### config.mk
export PLATFORM = sky130hd
export DESIGN_NAME = fifo_wr_arbiter
export DESIGN_NICKNAME = d
export VERILOG_FILES = /design/src/rtl/fifo_pkg.sv /design/src/rtl/fifo_wr_arbiter_rr_pick.sv /design/src/rtl/fifo_wr_arbiter.sv
export SDC_FILE = /design/constraint.sdc
export NUM_CORES = 1
export LEC_CHECK = 0
export BUFFER_PORTS_ARGS = -buffer_cell sky130_fd_sc_hd__buf_2
export CORE_MARGIN = 1
export CORE_UTILIZATION = 41
export CTS_BUF_LIST = sky130_fd_sc_hd__clkbuf_16
export DETAILED_ROUTE_END_ITERATION = 8
export GPL_ROUTABILITY_DRIVEN = 0
export PLACE_DENSITY = 0.78
export REMOVE_ABC_BUFFERS = 1
export SLEW_MARGIN = 30
export SYNTH_ARGS = -nofsm -noshare
export SYNTH_HDL_FRONTEND = slang
export SYNTH_SLANG_ARGS = --single-unit
### constraint.sdc
create_clock -name clk -period 2.16 [get_ports clk]
set_input_delay 0 -clock clk [delete_from_list [all_inputs] [get_ports clk]]
set_output_delay 0 -clock clk [all_outputs]
set_load 0.02 [all_outputs]
### src/rtl/fifo_pkg.sv
// Shared definitions for the FIFO write arbiter: FSM encoding and default sizes.
package fifo_pkg;

    typedef enum logic {
        IDLE  = 1'b0,
        GRANT = 1'b1
    } state_e;

    localparam int DEF_DATA_WIDTH = 8;
    localparam int DEF_NUM_REQ    = 4;
    localparam int DEF_MAX_BURST  = 4;

endpackage

### src/rtl/fifo_wr_arbiter_rr_pick.sv
// Round-robin search: first asserted request at or above ptr, wrapping at NUM_REQ.
module rr_pick #(
    parameter  int NUM_REQ = 4,
    localparam int IDX_W   = $clog2(NUM_REQ)
) (
    input  logic [NUM_REQ-1:0] req,
    input  logic [IDX_W-1:0]   ptr,
    output logic               any,
    output logic [IDX_W-1:0]   idx
);

    // One extra bit so ptr+k never overflows before the explicit wrap.
    logic [IDX_W:0] sum;

    // Scan upward from ptr; the first hit wins and later hits are ignored.
    always_comb begin
        any = 1'b0;
        idx = '0;
        sum = '0;
        for (int k = 0; k < NUM_REQ; k++) begin
            sum = {1'b0, ptr} + (IDX_W+1)'(k);
            if (sum >= (IDX_W+1)'(NUM_REQ)) begin
                sum = sum - (IDX_W+1)'(NUM_REQ);
            end
            if (!any && req[sum[IDX_W-1:0]]) begin
                any = 1'b1;
                idx = sum[IDX_W-1:0];
            end
        end
    end

endmodule

### src/rtl/fifo_wr_arbiter.sv
// Round-robin arbiter granting bursts of up to MAX_BURST beats into one FIFO write port.
module fifo_wr_arbiter
    import fifo_pkg::*;
#(
    parameter int DATA_WIDTH = DEF_DATA_WIDTH,
    parameter int NUM_REQ    = DEF_NUM_REQ,
    parameter int MAX_BURST  = DEF_MAX_BURST
) (
    input  logic                          clk,
    input  logic                          rst_n,
    input  logic [NUM_REQ-1:0]            req_valid,
    input  logic [NUM_REQ*DATA_WIDTH-1:0] req_data,
    output logic [NUM_REQ-1:0]            req_ready,
    input  logic                          fifo_full,
    output logic                          fifo_wr_en,
    output logic [DATA_WIDTH-1:0]         fifo_din,
    output logic [$clog2(NUM_REQ)-1:0]    grant_id,
    output logic                          busy
);

    localparam int IDX_W = $clog2(NUM_REQ);
    localparam int CNT_W = $clog2(MAX_BURST + 1);

    state_e             state_q,     state_d;
    logic [IDX_W-1:0]   rr_ptr_q,    rr_ptr_d;
    logic [IDX_W-1:0]   grant_id_q,  grant_id_d;
    logic [CNT_W-1:0]   burst_cnt_q, burst_cnt_d;

    logic               pick_any;
    logic [IDX_W-1:0]   pick_idx;
    logic               owner_valid;
    logic [IDX_W-1:0]   next_ptr;
    logic [CNT_W-1:0]   cnt_inc;
    logic [DATA_WIDTH-1:0] words [NUM_REQ];

    for (genvar i = 0; i < NUM_REQ; i++) begin : g_words
        assign words[i] = req_data[i*DATA_WIDTH +: DATA_WIDTH];
    end

    rr_pick #(
        .NUM_REQ (NUM_REQ)
    ) u_rr_pick (
        .req (req_valid),
        .ptr (rr_ptr_q),
        .any (pick_any),
        .idx (pick_idx)
    );

    assign owner_valid = req_valid[grant_id_q];
    assign cnt_inc     = burst_cnt_q + CNT_W'(1);
    // Explicit wrap so non-power-of-two requester counts never point past the last index.
    assign next_ptr    = (grant_id_q == IDX_W'(NUM_REQ - 1)) ? '0 : grant_id_q + IDX_W'(1);

    // State, pointer, owner and beat counter registers; reset abandons any burst.
    always_ff @(posedge clk or negedge rst_n) begin
        if (!rst_n) begin
            state_q     <= IDLE;
            rr_ptr_q    <= '0;
            grant_id_q  <= '0;
            burst_cnt_q <= '0;
        end else begin
            state_q     <= state_d;
            rr_ptr_q    <= rr_ptr_d;
            grant_id_q  <= grant_id_d;
            burst_cnt_q <= burst_cnt_d;
        end
    end

    // Next-state logic: arbitrate in IDLE, count beats and decide on exit in GRANT.
    always_comb begin
        state_d     = state_q;
        rr_ptr_d    = rr_ptr_q;
        grant_id_d  = grant_id_q;
        burst_cnt_d = burst_cnt_q;
        case (state_q)
            IDLE: begin
                if (pick_any) begin
                    state_d     = GRANT;
                    grant_id_d  = pick_idx;
                    burst_cnt_d = '0;
                end
            end
            GRANT: begin
                if (!owner_valid) begin
                    state_d  = IDLE;
                    rr_ptr_d = next_ptr;
                end else if (!fifo_full) begin
                    burst_cnt_d = cnt_inc;
                    if (cnt_inc == CNT_W'(MAX_BURST)) begin
                        state_d  = IDLE;
                        rr_ptr_d = next_ptr;
                    end
                end
            end
            default: begin
                state_d = IDLE;
            end
        endcase
    end

    // Handshake and FIFO write outputs; everything is quiet outside GRANT.
    always_comb begin
        busy       = (state_q == GRANT);
        grant_id   = grant_id_q;
        req_ready  = '0;
        fifo_wr_en = 1'b0;
        fifo_din   = '0;
        if (busy) begin
            req_ready[grant_id_q] = !fifo_full;
            fifo_wr_en            = owner_valid && !fifo_full;
            fifo_din              = words[grant_id_q];
        end
    end

endmodule
==> reports/results.tsv <==
metric	value	unit
Placed Cells	154	
main combinational cell family by area after synthesis	multiplexers	
Num CTS Buffers	3	
mux cell area share after synthesis	30.2	%
H-tree depth	1	
PortBufs	54	
Synth cell types	28	
status	finished clean	
Area contributors post-synth	dfrtp_1 (24%), mux4_2 (22%), and2_1 (9.0%)	
Routed WL per cell	13.5	um
Ant. Diodes	0	
vias per std cell	5.27	
final std cells w/o fill	158	
Multi-input gate area	604	um2
layout net count	180	
post-synthesis cell count	77	
vias in the first global route	705	
cell row count	15	
Max Slew Vio Count	0	
DR DRC count	0	
FF-to-FF setup slack	0.37	ns
Max Root-Sink Buffers	2	
die area	0.00223	mm2
largest net degree at the start of global routing	19	
Syn-to-layout area delta	45.4	%
commonest non-fill, non-tap cell in the layout	buf_2	
Hold Path Class	input port to asynchronous set/reset pin	
Clk Latency, worst-skew pair	0.23	ns
Register Area	200	um2
post-CTS setup buffers	0	
worst endpoint required time	2.27	ns
Crit Path Category	register to register	
initial antenna violation count	0	
DPL Wire Length	1740	um
Syn Area/Cell	10.9	um2
synth warn	0	
Post-synth top flop	dfrtp_1	
EDFF count, synth	0	
FF-to-FF Start	burst_cnt_q[0]$_DFFE_PN0P_	
Die Y-Extent	47.2	um
Final min period	1.79	ns
total negative slack	0	ns
FF-to-FF path depth	5	
post-route ant nets	0	
CP Data Arrival Time	1.90	ns
ratio of cells with drive above 1 in the final layout	52.6	%
post-CTS sizing	0	
Routed WL	2130	um
post-synthesis register bit count	8	
leak pwr	0.635	nW
Global Route Usage Sum	20.0	%
Startpoint Class	register	
post-synthesis sequential area ratio	23.9	%
Simple-Gate Fraction of Synth Area	18.4	%
hold_buf cts	1	
clk root buf	clkbuf_16	
XOR/XNOR share of the synthesized area	1.05	%
Synth Area in Compound Gates	13.6	%
clock sink count	8	
RSZ-0062 raised after global routing	false	
synthesized area	837	um2
Initial Util	46.0	%
Peak VDD IR	0.720	mV
FFs w/ async S/R, synth	100	%
maxcap violations	0	
Fin Clk Skew	0.00102	ns
total grt overflow	0	
Slew Limit Headroom	67.0	%
Reg-to-Reg End	rr_ptr_q[1]$_DFFE_PN0P_	
Max Fclk	559	MHz
final hold vios	0	
PwrDens	1370	mW/mm2
most frequent cells in the layout	buf_2 (54), and2_1 (12), mux4_2 (8), dfrtp_1 (8), ha_1 (6)	
Synth Area in Adders	8.97	%
CTS tree	yes	
initial DRC count	17	
critical path endpoint category	register	
period utilization	82.8	%
Worst Max-Slew Pin Slew	0.495	ns
worst-path fanout max	4	
# fillers	161	
first-pass GRT wire length	3030	um
core area	0.00182	mm2
DR pass1 iterations	4	
count of final setup violators	0	
IO Pins	55	
vias post-DR	833	
dominant cell type by area after synthesis	dfrtp_1	
Die W	47.2	um
CTS clk-pin slew, worst paths	0.04	ns
share of the synthesized area in the top cell type	23.9	%
-- critical path, cell delays in order (launching register included) --
cell      delay (ns)
dfrtp_1         0.40
ha_1            0.24
xor2_1          0.16
and3_1          0.19
a311oi_2        0.30
mux2_2          0.38
-- Yosys cell counts (all sizes together) (2+ instances only) --
cell,n
o21ai,4
mux2,2
mux4,8
and3,2
mux2i,5
nor2,3
a21oi,2
ha,6
buf,2
dfrtp,8
inv,5
and2,12
nand3b,2
nor2b,2
-- state kept, by name, summed over array words and instances, names as in the netlist --
name,flops
burst_cnt_q,3
busy,1
rr_ptr_q,2
grant_id,2
-- area by class of cell --
type	count	share of cell area (%)
multi-input cells	61	49.6
clock buffers	3	6.17
repair buffers	56	23.6
flip-flops and latches	8	16.4
well taps	25	2.57
inverters	5	1.54
-- per-stage QoR --
step	setup slack, ns	area [um2]	utilization (%)	power (mW)	hold WS, ns
floorplan	0.0846	823	-	1.07	-0.296
global placement	0.449	1130	62.2	1.34	-0.152
detailed placement	0.386	1130	62.2	1.36	-0.144
CTS	0.381	1220	66.9	1.68	0.142
global route	0.327	1220	66.9	1.80	0.159
finish	0.371	1220	66.9	1.67	0.142
-- power breakdown --
part	switching [mW]	internal (mW)
clock network	0.0717	0.239
registers	0.134	0.224
logic	0.506	0.496
-- worst max path at each step --
| stage | slack, ns | end | start |
|---|---|---|---|
| final | 0.37 | rr_ptr_q[1]$_DFFE_PN0P_ | burst_cnt_q[0]$_DFFE_PN0P_ |
| after global routing | 0.33 | rr_ptr_q[1]$_DFFE_PN0P_ | busy$_DFF_PN0_ |
| after CTS | 0.38 | rr_ptr_q[1]$_DFFE_PN0P_ | burst_cnt_q[0]$_DFFE_PN0P_ |
| after detailed placement | 0.39 | rr_ptr_q[1]$_DFFE_PN0P_ | burst_cnt_q[0]$_DFFE_PN0P_ |
| after global placement | 0.45 | rr_ptr_q[0]$_DFFE_PN0P_ | burst_cnt_q[0]$_DFFE_PN0P_ |
| after floorplan | 0.08 | rr_ptr_q[0]$_DFFE_PN0P_ | grant_id[0]$_DFFE_PN0P_ |
-- logic make-up after synthesis --
family | count (synthesis)
xor gates and xnor gates | 1
buffers and inverters | 8
AOI/OAI and AO/OA | 14
adders and majority gates | 6
and+or+nand+nor | 25
muxes | 15
DFF | 8
-- routing by layer --
layer  global-route usage (%)  vias up  wire length, um
li1                         -      400                -
met1                     22.5      389              858
met2                     34.2       40             1020
met3                     7.31        4              217
met4                     8.00        0               30
met5                        0        -                0
Power figures use the tool's default switching activity.
